===== config.mk =====
export PLATFORM = sky130hd
export DESIGN_NAME = dl_router_flat
export DESIGN_NICKNAME = d
export VERILOG_FILES = /design/src/rtl/dl_router_if.sv /design/src/rtl/dl_router.sv /design/src/flat_wrapper.sv
export SDC_FILE = /design/constraint.sdc
export NUM_CORES = 1
export LEC_CHECK = 0
export BUFFER_PORTS_ARGS = -buffer_cell sky130_fd_sc_hd__clkbuf_2
export CORE_ASPECT_RATIO = 2
export CORE_MARGIN = 1.5
export CORE_UTILIZATION = 30
export CTS_BUF_LIST = sky130_fd_sc_hd__clkbuf_8
export DETAILED_ROUTE_END_ITERATION = 6
export GPL_TIMING_DRIVEN = 0
export PLACE_DENSITY = 0.5
export SLEW_MARGIN = 20
export SYNTH_ARGS = -nofsm -noshare
export SYNTH_HDL_FRONTEND = slang
export SYNTH_SLANG_ARGS = --single-unit

===== constraint.sdc =====
create_clock -name clk_sys -period 3.72 [get_ports clk_sys]
set_clock_uncertainty 0.2 [all_clocks]
set_input_delay 0.744 -clock clk_sys [delete_from_list [all_inputs] [get_ports clk_sys]]
set_output_delay 0.744 -clock clk_sys [all_outputs]
set_load 0.05 [all_outputs]

===== src/rtl/dl_router_if.sv =====
// rtl/dl_router_if.sv - SDRAM write-port bundle between the download router and the SDRAM controller
// One toggle-handshake write port per SDRAM client; the router is master, the controller is slave.
interface dl_router_if #(
  parameter int NPORTS = 2
);
  logic [NPORTS-1:0]    port_req;
  logic [NPORTS-1:0]    port_ack;
  logic [NPORTS*23-1:0] port_a;
  logic [NPORTS*2-1:0]  port_ds;
  logic [NPORTS*16-1:0] port_d;
  logic [NPORTS-1:0]    port_we;

  modport master (
    output port_req, port_a, port_ds, port_d, port_we,
    input  port_ack
  );

  modport slave (
    input  port_req, port_a, port_ds, port_d, port_we,
    output port_ack
  );
endinterface


===== src/rtl/dl_router.sv =====
// rtl/dl_router.sv - routes ioctl download bytes into per-region SDRAM write ports, with load/reset sequencing
// Optional running byte checksum is built only when DL_ROUTER_CHECKSUM_EN is defined.
module dl_router #(
  parameter int                   NPORTS    = 2,
  parameter int                   DEPTH     = 4,
  parameter logic [NPORTS*25-1:0] PORT_BASE = {25'h10000, 25'h00000},
  parameter logic [NPORTS*25-1:0] PORT_END  = {25'h28000, 25'h28200},
  parameter int                   HOLD      = 16
) (
  input  logic        clk_sys,
  input  logic        reset_n,
  input  logic        ioctl_downl,
  input  logic        ioctl_wr,
  input  logic [24:0] ioctl_addr,
  input  logic [7:0]  ioctl_dout,
  input  logic        ext_reset,
  dl_router_if.master sdram,
  output logic        rom_loaded,
  output logic        core_reset,
  output logic        overflow,
  output logic [15:0] checksum
);

  localparam int             AW       = $clog2(DEPTH);
  localparam logic [AW:0]    FULL_CNT = (AW+1)'(DEPTH);
  localparam logic [7:0]     HOLD_CNT = 8'(HOLD);

  typedef enum logic [1:0] {S_IDLE, S_ISSUE, S_WAIT} state_t;

  state_t state, state_nx;

  logic [24:0]       addr_mem [DEPTH];
  logic [7:0]        data_mem [DEPTH];
  logic [AW-1:0]     wptr, rptr;
  logic [AW:0]       count;
  logic              wr_q, downl_q, dl_ended;
  logic [NPORTS-1:0] hit_q;
  logic [7:0]        hold_cnt;

  logic              push_req, push, pop, issue, acked;
  logic              fifo_full, fifo_empty, downl_rise, rom_set;
  logic [NPORTS-1:0] in_hit, head_hit;
  logic [24:0]       head_addr;
  logic [7:0]        head_data;
  logic [23:0]       off [NPORTS];

  function automatic logic [NPORTS-1:0] hit_mask(input logic [24:0] addr);
    logic [NPORTS-1:0] m;
    m = '0;
    for (int i = 0; i < NPORTS; i++)
      m[i] = (addr >= PORT_BASE[i*25 +: 25]) && (addr < PORT_END[i*25 +: 25]);
    return m;
  endfunction

  assign in_hit     = hit_mask(ioctl_addr);
  assign push_req   = ioctl_downl & ioctl_wr & ~wr_q & (|in_hit);
  assign fifo_full  = (count == FULL_CNT);
  assign fifo_empty = (count == '0);
  assign push       = push_req & ~fifo_full;
  assign downl_rise = ioctl_downl & ~downl_q;

  assign head_addr = addr_mem[rptr];
  assign head_data = data_mem[rptr];
  assign head_hit  = hit_mask(head_addr);

  always_comb begin
    for (int i = 0; i < NPORTS; i++)
      off[i] = 24'(head_addr - PORT_BASE[i*25 +: 25]);
  end

  // A port is done once its ack has caught up with its req; ports not hit by this entry are ignored.
  assign acked = &(~hit_q | ~(sdram.port_req ^ sdram.port_ack));

  always_comb begin
    state_nx = state;
    issue    = 1'b0;
    pop      = 1'b0;
    case (state)
      S_IDLE:  if (!fifo_empty) begin
                 state_nx = S_ISSUE;
                 issue    = 1'b1;
               end
      S_ISSUE: state_nx = S_WAIT;
      S_WAIT:  if (acked) begin
                 state_nx = S_IDLE;
                 pop      = 1'b1;
               end
      default: state_nx = S_IDLE;
    endcase
  end

  always_ff @(posedge clk_sys) begin
    if (!reset_n) state <= S_IDLE;
    else          state <= state_nx;
  end

  always_ff @(posedge clk_sys) begin
    if (push) begin
      addr_mem[wptr] <= ioctl_addr;
      data_mem[wptr] <= ioctl_dout;
    end
  end

  always_ff @(posedge clk_sys) begin
    if (!reset_n) begin
      wptr  <= '0;
      rptr  <= '0;
      count <= '0;
    end else begin
      if (push) wptr <= wptr + 1'b1;
      if (pop)  rptr <= rptr + 1'b1;
      case ({push, pop})
        2'b10:   count <= count + 1'b1;
        2'b01:   count <= count - 1'b1;
        default: count <= count;
      endcase
    end
  end

  // Port outputs are loaded on the IDLE->ISSUE transition so the req toggle is visible while in ISSUE.
  always_ff @(posedge clk_sys) begin
    if (!reset_n) begin
      sdram.port_req <= '0;
      sdram.port_a   <= '0;
      sdram.port_ds  <= '0;
      sdram.port_d   <= '0;
      hit_q          <= '0;
    end else if (issue) begin
      hit_q <= head_hit;
      for (int i = 0; i < NPORTS; i++) begin
        if (head_hit[i]) begin
          sdram.port_a[i*23 +: 23]  <= off[i][23:1];
          sdram.port_ds[i*2 +: 2]   <= {off[i][0], ~off[i][0]};
          sdram.port_d[i*16 +: 16]  <= {head_data, head_data};
          sdram.port_req[i]         <= ~sdram.port_req[i];
        end
      end
    end
  end

  assign sdram.port_we = {NPORTS{ioctl_downl | (state != S_IDLE) | ~fifo_empty}};

  // downl_q still high means the download ended this very cycle.
  assign rom_set = ~ioctl_downl & (dl_ended | downl_q) & fifo_empty &
                   (state == S_IDLE) & ~rom_loaded;

  always_ff @(posedge clk_sys) begin
    if (!reset_n) begin
      wr_q       <= 1'b0;
      downl_q    <= 1'b0;
      dl_ended   <= 1'b0;
      overflow   <= 1'b0;
      rom_loaded <= 1'b0;
      hold_cnt   <= '0;
      core_reset <= 1'b1;
    end else begin
      wr_q    <= ioctl_wr;
      downl_q <= ioctl_downl;
      if (downl_q && !ioctl_downl) dl_ended <= 1'b1;
      if (push_req && fifo_full) overflow <= 1'b1;
      else if (downl_rise)       overflow <= 1'b0;
      if (downl_rise)   rom_loaded <= 1'b0;
      else if (rom_set) rom_loaded <= 1'b1;
      if (rom_set)              hold_cnt <= HOLD_CNT;
      else if (hold_cnt != '0)  hold_cnt <= hold_cnt - 1'b1;
      core_reset <= ext_reset | ~rom_loaded | (hold_cnt != '0);
    end
  end

`ifdef DL_ROUTER_CHECKSUM_EN
  logic [15:0] sum_q;

  always_ff @(posedge clk_sys) begin
    if (!reset_n)        sum_q <= '0;
    else if (downl_rise) sum_q <= push ? {8'h00, ioctl_dout} : 16'h0000;
    else if (push)       sum_q <= sum_q + {8'h00, ioctl_dout};
  end

  assign checksum = sum_q;
`else
  assign checksum = 16'h0000;
`endif

endmodule


===== src/flat_wrapper.sv =====
// flat-port wrapper written by rule: the top's interface ports become plain ports
module dl_router_flat 
#(
  parameter int                   NPORTS    = 2,
  parameter int                   DEPTH     = 4,
  parameter logic [NPORTS*25-1:0] PORT_BASE = {25'h10000, 25'h00000},
  parameter logic [NPORTS*25-1:0] PORT_END  = {25'h28000, 25'h28200},
  parameter int                   HOLD      = 16
)
  (clk_sys, reset_n, ioctl_downl, ioctl_wr, ioctl_addr, ioctl_dout, ext_reset, rom_loaded, core_reset, overflow, checksum, sdram_port_req, sdram_port_a, sdram_port_ds, sdram_port_d, sdram_port_we, sdram_port_ack);
  dl_router_if #(.NPORTS(NPORTS)) sdram_i ();
  input  logic clk_sys;
  input  logic reset_n;
  input  logic ioctl_downl;
  input  logic ioctl_wr;
  input  logic [24:0] ioctl_addr;
  input  logic [7:0] ioctl_dout;
  input  logic ext_reset;
  output logic rom_loaded;
  output logic core_reset;
  output logic overflow;
  output logic [15:0] checksum;
  output wire logic [$bits(sdram_i.port_req)-1:0] sdram_port_req;
  output wire logic [$bits(sdram_i.port_a)-1:0] sdram_port_a;
  output wire logic [$bits(sdram_i.port_ds)-1:0] sdram_port_ds;
  output wire logic [$bits(sdram_i.port_d)-1:0] sdram_port_d;
  output wire logic [$bits(sdram_i.port_we)-1:0] sdram_port_we;
  input wire logic [$bits(sdram_i.port_ack)-1:0] sdram_port_ack;
  assign sdram_port_req = sdram_i.port_req;
  assign sdram_port_a = sdram_i.port_a;
  assign sdram_port_ds = sdram_i.port_ds;
  assign sdram_port_d = sdram_i.port_d;
  assign sdram_port_we = sdram_i.port_we;
  assign sdram_i.port_ack = sdram_port_ack;
  dl_router #(.NPORTS(NPORTS), .DEPTH(DEPTH), .PORT_BASE(PORT_BASE), .PORT_END(PORT_END), .HOLD(HOLD)) u_core (.clk_sys(clk_sys), .reset_n(reset_n), .ioctl_downl(ioctl_downl), .ioctl_wr(ioctl_wr), .ioctl_addr(ioctl_addr), .ioctl_dout(ioctl_dout), .ext_reset(ext_reset), .sdram(sdram_i), .rom_loaded(rom_loaded), .core_reset(core_reset), .overflow(overflow), .checksum(checksum));
endmodule

Word-level counts from Yosys, hierarchy flattened
Memories as Yosys holds them, arrays and structs flattened. A register that Yosys moved wholly into a read port is not among the register bits.
Cells that the tools add are included.
{ "word_totals": {"memories": 2, "regBits": 109, "inputBits": 40, "mem_bits_ro": 0, "output_inout_bits": 105, "ram_bits": 132, "latch_bits": 0, "word_cells": 112} }
{ "mem_list": {"columns": ["memory", "depth", "width", "rd", "rd_clocked_by_memory_dff", "write_ports", "line_no", "text"], "rows": [
  ["u_core.addr_mem", 4, 25, 1, 1, 1, "dl_router.sv:32", "logic [24:0] addr_mem [DEPTH];"],
  ["u_core.data_mem", 4, 8, 1, 1, 1, "dl_router.sv:33", "logic [7:0] data_mem [DEPTH];"]
]} }
{ "op_classes": {"n_lt_le_gt_ge": 8, "reduce_logical": 21, "bitwise_logic": 29, "n_eq_ne": 7, "shifts": 0, "add_sub_neg": 6, "n_mul": 0, "mux": 18, "div_mod_pow": 0} }
{ "ops": {"columns": ["cell", "n"], "rows": [
  ["25-bit by 18-bit < comparator with 1-bit output, second input constant", 4],
  ["25-bit by 1-bit >= comparator with 1-bit output, second input constant", 2],
  ["25-bit by 17-bit >= comparator with 1-bit output, second input constant", 2],
  ["24-bit by 17-bit subtractor with 24-bit output, second input constant", 1],
  ["2-bit two-way mux", 6],
  ["1-bit NOT", 11],
  ["5-bit two-way mux", 2],
  ["1-bit AND", 9],
  ["1-bit two-way mux", 8],
  ["2-bit AND reduction", 4],
  ["2-bit nonzero test", 4],
  ["8-bit nonzero test", 1],
  ["8-bit by 1-bit subtractor with 8-bit output, second input constant", 1],
  ["1-bit logical AND", 6],
  ["2-bit one-hot mux with 3 select lines", 1],
  ["3-bit one-hot mux with 2 select lines", 1],
  ["2-bit OR reduction", 3],
  ["1-bit OR", 5],
  ["2-bit by 1-bit adder with 2-bit output, second input constant", 2],
  ["2-bit by 1-bit equality test with 1-bit output, second input constant", 2],
  ["2-bit equality test, second input constant", 2],
  ["2-bit NOT", 2],
  ["3-bit by 1-bit adder with 3-bit output, second input constant", 1],
  ["3-bit equality test, second input constant", 1],
  ["8 further kinds", 8]
]} }

Longest topological paths before layout
Gate-level depths: netlist of run 1.
{ "depth": {"depth_word": 8, "ltp_mapped": 12, "ltp_nobuf": 11} }

Least setup slack after synthesis of run 1
No wires, ideal clock.
{ "synth_path": {"kind": "input to register", "from": "input port ioctl_addr[14]", "to": "memory u_core.addr_mem[0][0], enable pin", "arrival_ps": 2891, "t_required_ps": 3127, "path_slack_ps": 235, "setup_ps": 393, "path_stages": 6, "n_path_buf": 1, "cell_sequence": "or4_1 > o31a_1 > o21ai_0 > and3_1 > clkbuf_1 > and2_1"} }
{ "synth_via": {"elab_chain_len": 7, "word_cells_on_any_way": 11, "classes_between": "4 x order compare; 2 x mux; 2 x bitwise; 3 x reduce/logical"} }
{ "synth_rtl": {"columns": ["element", "line_no", "text"], "rows": [
  ["start: declaration", "flat_wrapper.sv:16", "input logic [24:0] ioctl_addr;"],
  ["25-bit by 1-bit >= comparator with 1-bit output, or another cell as far along", "dl_router.sv:51", "m[i] = (addr >= PORT_BASE[i*25 +: 25]) && (addr < PORT_END[i*25 +: 25]);"],
  ["1-bit logical AND", "dl_router.sv:51", null],
  ["2-bit OR reduction *", "dl_router.sv:56", "assign push_req = ioctl_downl & ioctl_wr & ~wr_q & (|in_hit);"],
  ["1-bit AND *", "dl_router.sv:56", null],
  ["1-bit AND *", "dl_router.sv:59", "assign push = push_req & ~fifo_full;"],
  ["1-bit two-way mux *", "dl_router.sv:98", "if (push) begin"],
  ["1-bit two-way mux (implied by the code) *", "dl_router.sv:99", "addr_mem[wptr] <= ioctl_addr;"],
  ["end: declaration", "dl_router.sv:32", null]
]} }
Mark *: on every way between the ends. The rest lies on a longest branch, timed or not.

Worst setup path after layout of run 1
{ "layout_path": {"from": "input port ioctl_addr[14]", "to": "register u_core.count[2]"} }
{ "layout_via": {"elab_chain_len": 7, "word_cells_on_any_way": 13, "classes_between": "4 x order compare; 2 x eq/ne; 1 x mux; 2 x bitwise; 4 x reduce/logical"} }
{ "layout_rtl": {"columns": ["element", "line_no", "text"], "rows": [
  ["25-bit by 1-bit >= comparator with 1-bit output, or another cell as far along", "dl_router.sv:51", null],
  ["1-bit logical AND", "dl_router.sv:51", null],
  ["2-bit OR reduction *", "dl_router.sv:56", null],
  ["1-bit AND *", "dl_router.sv:56", null],
  ["1-bit AND *", "dl_router.sv:59", null],
  ["2-bit by 1-bit equality test with 1-bit output or 2-bit equality test (tied branches)", "dl_router.sv:112", "case ({push, pop})"],
  ["3-bit one-hot mux with 2 select lines or 2-bit nonzero test (tied branches)", null, null],
  ["end signal: assignment", "dl_router.sv:113", "2'b10: count <= count + 1'b1;"],
  ["end signal: assignment", "dl_router.sv:114", "2'b01: count <= count - 1'b1;"],
  ["end signal: assignment", "dl_router.sv:115", "default: count <= count;"],
  ["end: declaration", "dl_router.sv:35", "logic [AW:0] count;"]
]} }
Marks and branches as above.
A chain may end at the register's enable or synchronous reset.

==> results of run 1 <==
==> layout by cell type (no fill, tap or decap), types with 3 or more instances in the layout <==
master | synthesis | final
conb_1 | 1 | 16
inv_1 | 16 | 25
and3_1 | 10 | 10
o21ai_0 | 6 | 6
buf_6 | 3 | 3
nor3_1 | 5 | 5
o211a_1 | 3 | 3
clkbuf_2 | 0 | 129
dfxtp_1 | 95 | 95
o21a_1 | 3 | 3
buf_12 | 1 | 4
mux4_1 | 3 | 3
mux2i_1 | 19 | 19
buf_4 | 33 | 37
or3_1 | 3 | 3
ha_1 | 8 | 8
nor2_1 | 42 | 42
nand2_1 | 59 | 59
nor4_1 | 8 | 8
edfxtp_1 | 132 | 132
clkbuf_1 | 12 | 12
xor2_1 | 8 | 8
diode_2 | 0 | 3
a21oi_1 | 44 | 44
clkinv_2 | 0 | 7
and2_2 | 0 | 4
buf_2 | 6 | 6
nand3_1 | 13 | 13
clkinv_1 | 0 | 8
xnor2_1 | 10 | 10
mux4_2 | 23 | 23
nand3b_1 | 7 | 7
clkbuf_8 | 0 | 31
==> through the flow <==
step / util (%) / TNS (ps) / area (sq um) / hold slack, ps
floorplan: - / 0 / 8680 / 236
global placement: 34.6 / -136860 / 9760 / 239
detailed placement: 35.0 / -14070 / 9860 / 247
CTS: 37.0 / 0 / 10400 / 115
global route: 37.1 / 0 / 10500 / 132
finish: 37.1 / 0 / 10500 / 154
==> synth_stat cells, types with 2 or more instances <==
cell type  count
o21ai_0        6
o21a_1         3
inv_1         16
mux2i_1       19
nor4_1         8
buf_6          3
edfxtp_1     132
clkbuf_1      12
o211a_1        3
o21ai_1        2
buf_2          6
ha_1           8
a211oi_1       2
and3_1        10
nand3b_1       7
buf_1          3
and2_1         6
a21oi_1       44
xor2_1         8
nand2_1       59
mux4_1         3
or3_1          3
nand2b_1       2
nor3_1         5
nor2_1        42
mux4_2        23
buf_4         33
dfxtp_1       95
nand3_1       13
xnor2_1       10
==> state kept, by name (all words and copies together), names as in the netlist, named ones only <==
signal	flops
u_core.rptr	2
u_core.wr_q	1
u_core.sdram.port_req	2
u_core.data_mem	32
u_core.core_reset	1
u_core.wptr	2
u_core.count	3
u_core.dl_ended	1
u_core.addr_mem	100
u_core.overflow	1
u_core.sdram.port_d	16
u_core.state	2
u_core.hit_q	2
u_core.downl_q	1
u_core.rom_loaded	1
u_core.sdram.port_ds	4
u_core.hold_cnt	8
u_core.sdram.port_a	46
==> final cells by class <==
type	count	share of cell area, %
clock inverter	27	1.37
timing repair buffer	136	7.24
antenna	3	0.0717
sequential	227	56.0
multi-input combinational	326	22.7
tap	356	4.25
inverter	16	0.573
clock buffer	31	4.07
buffer	58	3.72
==> metal layers <==
layer	GRT usage, %	wire [um]
met5	0	0
met4	6.09	669
met3	2.21	950
met2	27.2	11800
met1	13.6	7260
==> power by group <==
| group | internal (mW) | switching [mW] |
|---|---|---|
| clock network | 0.851 | 0.939 |
| logic | 0.167 | 0.225 |
| registers | 2.70 | 0.0423 |
==> worst max-delay path, stage by stage <==
cell and delay [ps]:
clkbuf_2 130, or4_1 550, o31a_1 260, o21ai_0 370, and3_1 220, clkbuf_1 300, inv_1 80, ha_1 210
inv_1 80, fa_1 180, xor2_1 80, or3_1 310, a21oi_1 130
==> logic make-up after synthesis <==
kind of cell    after synthesis  share of synthesized area, %
flops                       227                          68.0
buf+inv                      74                          5.20
simple gates                168                          9.48
xor+xnor                     18                          1.83
fa+ha+maj                     9                          1.39
compound gates               70                          4.90
mux                          45                          9.13
other cells                   1                        0.0435
==> worst paths after layout <==
| kind | start | to | depth (start not counted) |
|---|---|---|---|
| setup / recovery | ioctl_addr[14] | u_core.count[2] | 13 |
| hold / removal | ext_reset | u_core.core_reset | 2 |
| setup reg to reg | register | u_core.sdram.port_a[31] | 9 |
| hold reg to reg | u_core.sdram.port_a[28] | u_core.sdram.port_a[28] | 2 |
==> repair_timing <==
action	4_1_cts	5_1_grt
buffers inserted	0	4
endpoints found under the setup margin	0	3
resized for setup	0	1
==> impl_metrics.csv, run 1 <==
group,metric,value,unit
floorplan,ios,145,
cells_and_area,seq_area,5870,sq um
critical_path,r2r_slack,500,ps
yosys,synth_enable_flop_cells,132,
timing,slew_violations,0,
power,leakagePower,4.09,nW
cells_and_area,fill_cells,2686,
routing,drtIter0Drc,224,
timing,period_needed,3330,ps
routing,drc,0,
timing,fmax,300,MHz
global_route,grt.total_usage,13.9,%
yosys,synthCells,612,
cells_and_area,nNetsFinal,845,
yosys,yosysSeqAreaShare,68.0,%
global_route,grt_max_degree,24,
clock_network,clk_path_buf_depth,3,
status,outcome,"complete, no violations",
yosys,yosysTopAreaCell,"edfxtp_1",
run,cap_violations,0,
placement,gp_congestion,0.721,
hold_path,hold_path_class,"in -> reg",
placement,place_inst,1115,
critical_path,crit_fanout,8,
routing,routed_wl,20.7,mm
critical_path,startpoint_type,"primary input",
critical_path,cp_data_arrival_time,3650,ps
clock_network,clk_latency,590,ps
critical_path,crit_type,"in -> reg",
global_route,antenna_found_initial,3,
critical_path,required,4040,ps
yosys,yosysTopAreaCellShare,46.0,%
clock_network,clkSinkCount,227,
critical_path,critical_path.endpoint_type,"register",
floorplan,start_util,30.6,%
timing,slew_headroom,36.8,%
routing,post_drt_wl_per_cell,17.6,um
timing,finalHoldViolCount,0,
timing,finalCritPeriodShare,89.6,%
yosys,synthTopCellsByArea,"edfxtp_1, dfxtp_1, mux4_2",
clock_network,cts_hold_buf,0,
placement,pre_cts_ws,-235,ps
clock_network,cts_tree,"built",
floorplan,fp.dieW,123,um
timing,setup_ws,388,ps
routing,postRouteAntennaNets,0,
yosys,ys.flop_type,"edfxtp_1",
yosys,syn_avg_cell_area,14.1,sq um
timing,tightest_slew,947,ps
yosys,synth_area,8620,sq um
timing,rsz0062_at_grt,"no",
yosys,async_reset_ff_share,0,%
placement,io_buffer_count,128,
cells_and_area,stdcell_count,1180,
global_route,overflow,0,
power,ir_drop,0.213,mV
global_route,grt_pass1_wl,30.5,mm
clock_network,htree_num_levels,1,
routing,firstDrtPassIters,4,
routing,viasPerCell,4.53,
yosys,yosys_register_bits,227,
cells_and_area,drive_gt1_share,31.2,%
floorplan,dieHeight,243,um
clock_network,cts.reportedPaths.clkPinSlew,70,ps
floorplan,dieArea,29800,sq um
yosys,yosysWarnings,0,
yosys,synth_cell_type_count,56,
global_route,grt_pass1_vias,5306,
clock_network,cts_buffers,31,
power,p_total,4.92,mW
floorplan,coreArea,28200,sq um
cells_and_area,synthToLayoutAreaGrowth,21.5,%
power,power.density,470,nW/um^2
cells_and_area,multi_input_area,2380,sq um
floorplan,rows,87,
timing,setup_violations,0,
placement,dp_hpwl,15.1,mm
clock_network,root_buffer,"clkbuf_8",
routing,dr_total_vias,5341,
Power figures use the tool's default switching activity.
==> inputs of run 2 (changes only) <==
CAP_MARGIN = 20   (was default)
clock period = 3.3 ns   (was 3.72 ns; I/O delays follow)
==> run 2 against run 1 <==
Compared with the run above: non-clock buffer count shrank 7; count of clock-buffer cells in the layout grew 2; combinational power up 11%; total power up 18%; register-to-register slack got worse by 260 ps; via count shrank 1.5%; utilization hardly changed; critical endpoint unchanged; highest routed layer unchanged.
==> impl_metrics.csv, run 2 (synthesized netlist as in run 1, its figures left out) <==
group,metric,value,unit
status,outcome,"complete, no violations",
cells_and_area,drive_gt1_share,31.7,%
timing,tightest_slew,1040,ps
critical_path,startpoint_type,"primary input",
critical_path,ff2ff_path_depth,9,
critical_path,critPathLaunch,"ioctl_addr[14]",
placement,place_area,9770,sq um
floorplan,coreArea,28200,sq um
power,ir_drop,0.246,mV
cells_and_area,synthToLayoutAreaGrowth,21.4,%
critical_path,required,3600,ps
power,p_total,5.83,mW
global_route,grt_max_degree,34,
floorplan,dieHeight,243,um
routing,dr_total_vias,5261,
placement,dp_hpwl,14.7,mm
clock_network,cts_hold_buf,0,
critical_path,cp_cell_sequence,"clkbuf_2 -> or4_1 -> o31a_1 -> o21ai_0 -> and3_1 -> inv_1 -> ha_1 -> inv_1 -> fa_1 -> xor2_1 -> or3_1 -> a21oi_1",
timing,finalCritPeriodShare,96.3,%
critical_path,crit_type,"in -> reg",
timing,period_needed,3180,ps
critical_path,crit_path_frequent_cell,"inv_1",
critical_path,reg2reg_to,"u_core.sdram.port_ds[0]",
clock_network,cts_tree,"built",
placement,io_buffer_count,128,
routing,routed_wl,21.0,mm
critical_path,cp_data_arrival_time,3480,ps
routing,post_drt_wl_per_cell,17.9,um
run,cap_violations,0,
global_route,overflow,0,
timing,rsz0062_at_grt,"no",
placement,gp_congestion,0.768,
cells_and_area,layout_common_cells,"edfxtp_1, clkbuf_2, dfxtp_1",
placement,pre_cts_ws,-711,ps
cells_and_area,reg.largest.list,"u_core.addr_mem (100), u_core.sdram.port_a (46), u_core.data_mem (32)",
critical_path,critical_path.max_stage_delay,550,ps
timing,setup_violations,0,
global_route,grt_pass1_vias,5412,
clock_network,clk_latency,580,ps
routing,firstDrtPassIters,4,
clock_network,root_buffer,"clkbuf_8",
cells_and_area,largest_reg_flops,100,
floorplan,dieArea,29800,sq um
timing,finalHoldViolCount,0,
clock_network,cts.reportedPaths.clkPinSlew,70,ps
hold_path,hold_path_class,"in -> reg",
global_route,grt_pass1_wl,31.6,mm
cells_and_area,final_common_cell,"edfxtp_1",
cells_and_area,final_area,10500,sq um
routing,drc,0,
critical_path,critical_path.endpoint_type,"register",
cells_and_area,largest_register,"u_core.addr_mem",
critical_path,r2r_slack,240,ps
floorplan,ios,145,
global_route,antenna_found_initial,1,
routing,postRouteAntennaNets,0,
power,leakagePower,4.09,nW
clock_network,clkSinkCount,227,
timing,slew_violations,0,
floorplan,rows,87,
critical_path,crit_end,"u_core.count[2]",
floorplan,start_util,30.6,%
routing,drtIter0Drc,244,
clock_network,clk_path_buf_depth,3,
timing,holdWs,84.8,ps
critical_path,critPathSlowestCell,"or4_1",
global_route,grt.total_usage,14.3,%
timing,setup_ws,121,ps
cells_and_area,nNetsFinal,838,
power,power.density,557,nW/um^2
cells_and_area,post-route-util,37.1,%
critical_path,crit_fanout,8,
clock_network,htree_num_levels,1,
timing,fmax,315,MHz
clock_network,cts_buffers,31,
floorplan,fp.dieW,123,um
routing,viasPerCell,4.50,
timing,slew_headroom,29.9,%
run 2: changes by cell type in the layout (fill, tap and decap cells not counted), moves of 2 or more:
cell        delta
buf_12         -3
clkbuf_8       +2
bufinv_16      +3
and2_4         +4
clkinvlp_4     -2
clkbuf_1       -3
clkinv_2       +3
inv_1          -6
and2_2         -4
diode_2        -2
run 2: where the power goes:
group | switching, mW | internal [mW] | total [mW]
logic | 0.253 | 0.183 | 0.435
clock network | 1.07 | 1.24 | 2.31
registers | 0.0464 | 3.04 | 3.08
run 2: area by class of cell:
type	instances	area [sq um]
clock buffer	33	454
fill	2753	17700
multi-input combinational	326	2380
sequential	227	5870
inverter	16	60.1
antenna	1	2.50
buffer	56	388
tap	356	445
timing repair buffer	131	663
clock inverter	24	208
run 2: worst min path at each step:
stage | startpoint | to | cells after the start
final | ext_reset | u_core.core_reset | 2
after global routing | ext_reset | u_core.core_reset | 2
after CTS | ext_reset | u_core.core_reset | 2
after detailed placement | u_core.sdram.port_a[29] | u_core.sdram.port_a[29] | 2
after global placement | u_core.sdram.port_a[16] | u_core.sdram.port_a[16] | 2
after floorplan | u_core.hit_q[0] | u_core.hit_q[0] | 2
run 2: metal layers:
layer  wire, um  global-route usage (%)  vias to the layer above
met5          0                       0                        -
met4        796                    6.53                        0
met3        926                    2.16                       43
met2      11800                    27.6                      140
met1       7460                    14.4                     2544
li1           -                       -                     2534
run 2: metrics by stage:
| step | setup TNS (ps) | instances |
|---|---|---|
| 3_5_place_dp | -97870 | 1111 |
| 4_1_cts | -6470 | 1171 |
| 6_report | 0 | 1170 |
| 3_3_place_gp | -96100 | 1111 |
| 2_1_floorplan | 0 | 627 |
| 5_1_grt | 0 | 1170 |
run 2: timing repair:
item                                    CTS  global route
pin swaps                                 1             0
gates resized for setup                   5             5
buffers inserted                          3             0
endpoints found under the hold margin     0             0
endpoints found under the setup margin  154           115
run 2: critical path, delay by kind of cell:
| family | cells | cell delay, ps |
|---|---|---|
| compound gates | 3 | 710 |
| simple gates | 3 | 1310 |
| xor+xnor | 1 | 70 |
| buf+inv | 3 | 300 |
| fa+ha+maj | 2 | 400 |
